--- config.mk ---
export PLATFORM = sky130hd
export DESIGN_NAME = amba_ahb_arbiter
export DESIGN_NICKNAME = d
export VERILOG_FILES = /design/src/rtl/amba_ahb_arbiter_pkg.sv /design/src/rtl/amba_ahb_arbiter_rr_pick.sv /design/src/rtl/amba_ahb_arbiter.sv
export SDC_FILE = /design/constraint.sdc
export NUM_CORES = 1
export LEC_CHECK = 0
export ABC_AREA = 0
export BUFFER_PORTS_ARGS = -buffer_cell sky130_fd_sc_hd__buf_4
export CORE_AREA = 5 5 61 63
export DETAILED_ROUTE_END_ITERATION = 6
export DIE_AREA = 0 0 66 68
export PLACE_DENSITY = 0.75
export SYNTH_ARGS = -nofsm -noshare
export SYNTH_HDL_FRONTEND = slang
export SYNTH_SLANG_ARGS = --single-unit
--- constraint.sdc ---
create_clock -name hclk -period 2 [get_ports hclk]
set_input_delay 0.2 -clock hclk [delete_from_list [all_inputs] [get_ports hclk]]
set_output_delay 0.2 -clock hclk [all_outputs]
set_load 0.02 [all_outputs]
--- src/rtl/amba_ahb_arbiter_pkg.sv ---
// Shared AHB definitions for the bus arbiter.
// Provides the HTRANS and HBURST encodings, the arbiter state enum and
// burst_beats(), which returns the number of SEQ beats that follow the
// NONSEQ of a fixed-length burst (0 for SINGLE/INCR).
package amba_ahb_arbiter_pkg;

    localparam logic [1:0] H_IDLE   = 2'b00;
    localparam logic [1:0] H_BUSY   = 2'b01;
    localparam logic [1:0] H_NONSEQ = 2'b10;
    localparam logic [1:0] H_SEQ    = 2'b11;

    localparam logic [2:0] H_SINGLE = 3'b000;
    localparam logic [2:0] H_INCR   = 3'b001;
    localparam logic [2:0] H_WRAP4  = 3'b010;
    localparam logic [2:0] H_INCR4  = 3'b011;
    localparam logic [2:0] H_WRAP8  = 3'b100;
    localparam logic [2:0] H_INCR8  = 3'b101;
    localparam logic [2:0] H_WRAP16 = 3'b110;
    localparam logic [2:0] H_INCR16 = 3'b111;

    typedef enum logic [1:0] {
        ARB   = 2'd0,
        BURST = 2'd1,
        LOCK  = 2'd2
    } arb_state_t;

    function automatic logic [3:0] burst_beats(input logic [2:0] hburst);
        logic [3:0] beats;
        case (hburst)
            H_WRAP4,  H_INCR4:  beats = 4'd3;
            H_WRAP8,  H_INCR8:  beats = 4'd7;
            H_WRAP16, H_INCR16: beats = 4'd15;
            default:            beats = 4'd0;
        endcase
        return beats;
    endfunction

endpackage

--- src/rtl/amba_ahb_arbiter_rr_pick.sv ---
// Purely combinational round-robin priority picker.
// Ports:
//   req   - request vector, one bit per master
//   start - index searched first; the search wraps through all N masters
//   grant - one-hot winner (all zero when nothing requests)
//   valid - at least one request was found
module amba_ahb_rr_pick #(
    parameter int N = 4,
    parameter int W = 2
) (
    input  logic [N-1:0] req,
    input  logic [W-1:0] start,
    output logic [N-1:0] grant,
    output logic         valid
);

    logic [W-1:0] idx;

    always_comb begin
        grant = '0;
        valid = 1'b0;
        idx   = '0;
        for (int i = 0; i < N; i++) begin
            idx = W'((int'(start) + i) % N);
            if (!valid && req[idx]) begin
                grant[idx] = 1'b1;
                valid      = 1'b1;
            end
        end
    end

endmodule

--- src/rtl/amba_ahb_arbiter.sv ---
// Round-robin AHB arbiter sharing one slave between MN masters.
// Fixed-length bursts and locked sequences are not interrupted.
// Ports:
//   hclk, hresetn - clock, asynchronous active-low reset
//   hbusreq       - per-master bus request
//   hlock         - per-master lock request
//   htrans/hburst - transfer/burst type on the muxed address bus
//   hready        - slave transfer done; every register holds while low
//   hgrant        - one-hot next address-phase owner
//   hmaster       - current address-phase owner
//   hmaster_d     - current data-phase owner (write/read data mux select)
//   hmastlock     - current address phase belongs to a locked sequence
// Handshake: a transfer is accepted on a rising hclk edge with hready=1;
// the arbiter only advances on such edges.
module amba_ahb_arbiter
    import amba_ahb_arbiter_pkg::*;
#(
    parameter int MN    = 4,
    parameter int MW    = 2,
    parameter int DEF_M = 0
) (
    input  logic          hclk,
    input  logic          hresetn,
    input  logic [MN-1:0] hbusreq,
    input  logic [MN-1:0] hlock,
    input  logic [1:0]    htrans,
    input  logic [2:0]    hburst,
    input  logic          hready,
    output logic [MN-1:0] hgrant,
    output logic [MW-1:0] hmaster,
    output logic [MW-1:0] hmaster_d,
    output logic          hmastlock
);

    localparam logic [MN-1:0] DEF_GRANT = MN'(1) << DEF_M;

    arb_state_t    state, state_n;
    logic [3:0]    cnt, cnt_n;
    logic          rearb;
    logic          boundary;
    logic [MW-1:0] grant_idx;
    logic          lock_g;
    logic [MW-1:0] start_idx;
    logic [MN-1:0] pick_grant;
    logic          pick_valid;
    logic [MN-1:0] next_grant;
    logic [3:0]    beats;
    logic          fixed_start;

    // Index of the currently granted master (hgrant is one-hot).
    always_comb begin
        grant_idx = '0;
        for (int i = 0; i < MN; i++) begin
            if (hgrant[i]) grant_idx = MW'(i);
        end
    end

    assign lock_g      = hlock[grant_idx];
    assign start_idx   = (hmaster == MW'(MN - 1)) ? '0 : hmaster + 1'b1;
    assign beats       = burst_beats(hburst);
    assign fixed_start = (htrans == H_NONSEQ) && (beats != 4'd0);

    amba_ahb_rr_pick #(
        .N (MN),
        .W (MW)
    ) u_pick (
        .req   (hbusreq),
        .start (start_idx),
        .grant (pick_grant),
        .valid (pick_valid)
    );

    // With no requester the bus parks on the default master, which also
    // takes the grant away from a master that dropped its request.
    assign next_grant = pick_valid ? pick_grant : DEF_GRANT;

    always_comb begin
        state_n  = state;
        cnt_n    = cnt;
        rearb    = 1'b0;
        boundary = 1'b0;
        case (state)
            ARB: begin
                cnt_n = fixed_start ? beats : 4'd0;
                if (lock_g)           state_n = LOCK;
                else if (fixed_start) state_n = BURST;
                else                  rearb   = 1'b1;
            end
            BURST: begin
                if (htrans == H_SEQ) begin
                    if (cnt == 4'd1) begin
                        cnt_n    = 4'd0;
                        boundary = 1'b1;
                    end else begin
                        cnt_n = cnt - 4'd1;
                    end
                end else if (htrans == H_IDLE || htrans == H_NONSEQ) begin
                    // Early termination; a NONSEQ may immediately open a
                    // new fixed burst, which keeps the grant.
                    cnt_n    = fixed_start ? beats : 4'd0;
                    boundary = 1'b1;
                end
                if (boundary) begin
                    // A lock at the burst boundary wins over re-arbitration.
                    if (lock_g)              state_n = LOCK;
                    else if (cnt_n != 4'd0)  state_n = BURST;
                    else begin
                        state_n = ARB;
                        rearb   = 1'b1;
                    end
                end
            end
            LOCK: begin
                // Beats are tracked but never release the bus on their own.
                if (fixed_start)                          cnt_n = beats;
                else if (htrans == H_SEQ && cnt != 4'd0)  cnt_n = cnt - 4'd1;
                else if (htrans == H_IDLE || htrans == H_NONSEQ) cnt_n = 4'd0;
                if (!lock_g) begin
                    state_n = ARB;
                    cnt_n   = 4'd0;
                    rearb   = 1'b1;
                end
            end
            default: begin
                state_n = ARB;
                cnt_n   = 4'd0;
            end
        endcase
    end

    always_ff @(posedge hclk or negedge hresetn) begin
        if (!hresetn) begin
            state <= ARB;
            cnt   <= 4'd0;
        end else if (hready) begin
            state <= state_n;
            cnt   <= cnt_n;
        end
    end

    always_ff @(posedge hclk or negedge hresetn) begin
        if (!hresetn) begin
            hgrant    <= DEF_GRANT;
            hmaster   <= MW'(DEF_M);
            hmaster_d <= MW'(DEF_M);
            hmastlock <= 1'b0;
        end else if (hready) begin
            hmaster_d <= hmaster;
            hmaster   <= grant_idx;
            hmastlock <= lock_g;
            if (rearb) hgrant <= next_grant;
        end
    end

    grant_onehot_a: assert property (@(posedge hclk) disable iff (!hresetn)
        ($onehot(hgrant) && (int'(hmaster) < MN)));

endmodule

==> impl_metrics.tcl <==
set metrics [dict create \
    status "finished with violations" \
    violations "negative setup slack" \
    initial_core_util_pct 48.4 \
    ioPinCount 25 \
    syn2layout_area_growth_pct 30.6 \
    viasPerCell 6.00 \
    drv_cap 0 \
    relSlewSlack_pct 69.3 \
    path_delay_family "compound AO/OA/AOI/OAI gates" \
    synth_fa_ha_area_share_pct 6.50 \
    first_pass_iters 4 \
    synthMuxAreaShare_pct 6.90 \
    crit_required_ps 2150 \
    cts_tree "done" \
    globalRouteOverflowTotal 0 \
    drtIter0Drc 167 \
    finalPower_mw 3.35 \
    powerDensity_mw_per_mm2 1660 \
    setup_viol 2 \
    tns_ps -55.3 \
    leakage_nw 0.828 \
    final_cell_mix "buf_4, nor2_1, dfrtp_1" \
    fin_crit_sh_pct 102 \
    finalHoldViolCount 0 \
    synth_ff_type "dfrtp_1" \
    syn_nets 208 \
    fp.dieH_um 68 \
    htree_levels 1 \
    fmax_mhz 493 \
    arrival_ps 2180 \
    synthXorXnorAreaFrac_pct 0.569 \
    ir_worst_vdd_mv 0.619 \
    path_depth 7 \
    cts_buffers 3 \
    ys.warnings.count 0 \
    drive_gt1_share_pct 34.1 \
    dieArea_mm2 0.00449 \
    num_antenna_cells 0 \
    crit_type "reg2reg" \
    fill_cells 268 \
    cp_max_fo 6 \
    gp_congestion 0.893 \
    worstSetupStartpointType "register" \
    seq_area_frac_synth_pct 24.5 \
    grt_start_max_net_pins 16 \
    place_hpwl_mm 3.22 \
    worst_slack_ps -30.2 \
    crit_buf_inv 1 \
    worstSetupStartpoint "hmaster[0]" \
    finClkSkew_ps 0.686 \
    vias 1615 \
    synthArstFlopShare_pct 100 \
    r2r_cells 7 \
    final_cell_count_no_fill 269 \
    cts.path.max_buffers 2 \
    grt_pass1_wl_mm 6.62 \
    final_util_pct 63.3 \
    grt.total_usage_pct 18.9 \
    postSynthAreaPerCell_um2 8.37 \
    rsz0062_at_grt "yes" \
    clk_pin_slew_worst_paths_ps 90 \
    drc 0 \
    die_w_um 66 \
    synth_top_family_by_area "compound AO/OA/AOI/OAI gates" \
    io_buffers 23 \
    synth_edf_count 0 \
    synth_compound_area_share_pct 29.1 \
    endpoint "hgrant[2]" \
    regToRegStartpoint "hmaster[0]" \
    tightestPinTransition_ps 460 \
    r2r-end "hgrant[2]" \
    r2r_setup_slack_ps -30 \
    synth-seq-cells 15 \
    dp.cells 261 \
    routed_wl_mm 4.21 \
    clock_latency_ps 270 \
    antenna_found_initial 0 \
    yosys.area_share.simple_pct 26.2 \
    crit_path_end_kind "register" \
    yosysUniqueCellTypes 58 \
    final_nets 248 \
    cts_root_buf "clkbuf_4" \
    critPathSlowestCell "dfrtp_2" \
    syn_inst 184 \
    holdCritPathClass "in2reg" \
    slew_violations 0 \
    numClockSinks 15 \
    antenna_left 0 \
    path_cells "ha_4, nor3b_1, buf_4, or3_1, a22oi_2, a222oi_1, a31oi_1" \
    coreArea_mm2 0.00318 \
    wl_per_cell_um 15.6 \
    fp-row-count 21 \
    max_stage_delay_ps 480 \
    period_minus_slack_ps 2030 \
    synthesis.area_mm2 0.00154 \
    final_common_cell "buf_4" \
    grt_pass1_vias 1482 \
]
-- cells by family after synthesis --
kind of cell / Yosys count
and+or+nand+nor: 70
AOI/OAI and AO/OA: 58
buffers and inverters: 22
DFF: 15
muxes: 10
adders and majority gates: 8
xor gates and xnor gates: 1
-- area by class of cell --
class                           instances  area (µm²)  area share [%]
Clock buffer                            4        26.3            1.31
Inverter                               12        47.5            2.36
Multi-Input combinational cell        147        1140            56.7
Sequential cell                        15         379            18.8
Tap cell                               46        57.6            2.86
Timing Repair Buffer                   45         360            17.9
-- through the flow --
step	instance area, µm²	hold WS (ps)	setup slack [ps]
floorplan	1570	-95.6	11.5
global placement	1880	60.8	-2.12
detailed placement	1880	67.9	-48.2
CTS	1950	201	-10.7
global route	2010	203	-105
finish	2010	219	-30.2
-- registers in the layout (all words and copies together) (netlist names) --
| name | cells |
|---|---|
| cnt | 4 |
| hgrant | 4 |
| hmaster | 2 |
| hmaster_d | 2 |
| state | 2 |
| hmastlock | 1 |
-- what timing repair did --
action / CTS / global route
resized for setup: 4 / 11
setup buffers: 1 / 2
cloned: 0 / 0
setup endpoints to repair: 4 / 4
pin swaps: 6 / 7
endpoints found under the hold margin: 15 / 0
hold buffers: 1 / 0
-- worst min path at each step --
stage	start	to	slack [ps]	cells after the start
2_1_floorplan	hresetn	cnt[0]	-100	0
3_3_place_gp	hresetn	hgrant[2]	60	1
3_5_place_dp	hresetn	hgrant[2]	70	1
4_1_cts	hready	hmaster[1]	200	2
5_1_grt	hready	hmaster[1]	200	2
6_report	hready	hmaster[1]	220	2
-- Yosys cell counts, drive strengths merged (2+ instances only) --
cell     n  share of area, %
a211oi   2              0.97
a21oi    5               1.6
a221o    2               1.3
a221oi   4               3.8
a31oi    8               3.2
buf      4               1.9
clkbuf   6               1.5
dfrtp   14                23
ha       8               6.5
inv     12               2.9
mux2     5               3.7
mux2i    5               3.2
nand2   10               2.4
nand2b   7               2.8
nand3    5               1.6
nand3b   4               1.9
nor2    16               3.9
nor2b    5               2.0
nor3     6               1.9
nor3b    4               1.9
nor4b    4               3.1
o211ai   2              0.97
o21a     2              0.97
o21ai   12               3.9
o22a     2               1.1
o22ai    4               1.6
o31ai    2               1.3
or3      2              0.81
-- routing by layer --
layer,GRT usage (%),part of all wire (%),vias up
met5,0,0,-
met4,6.35,2.5,0
met3,2.13,3.4,10
met2,36.3,53,60
met1,21.6,41,770
li1,-,-,775
-- where the power goes --
part | internal (mW) | total (mW) | switching (mW)
registers | 0.458 | 0.653 | 0.195
logic | 1.24 | 2.52 | 1.28
clock network | 0.0772 | 0.169 | 0.0913
(Power assumes the default switching activity.)
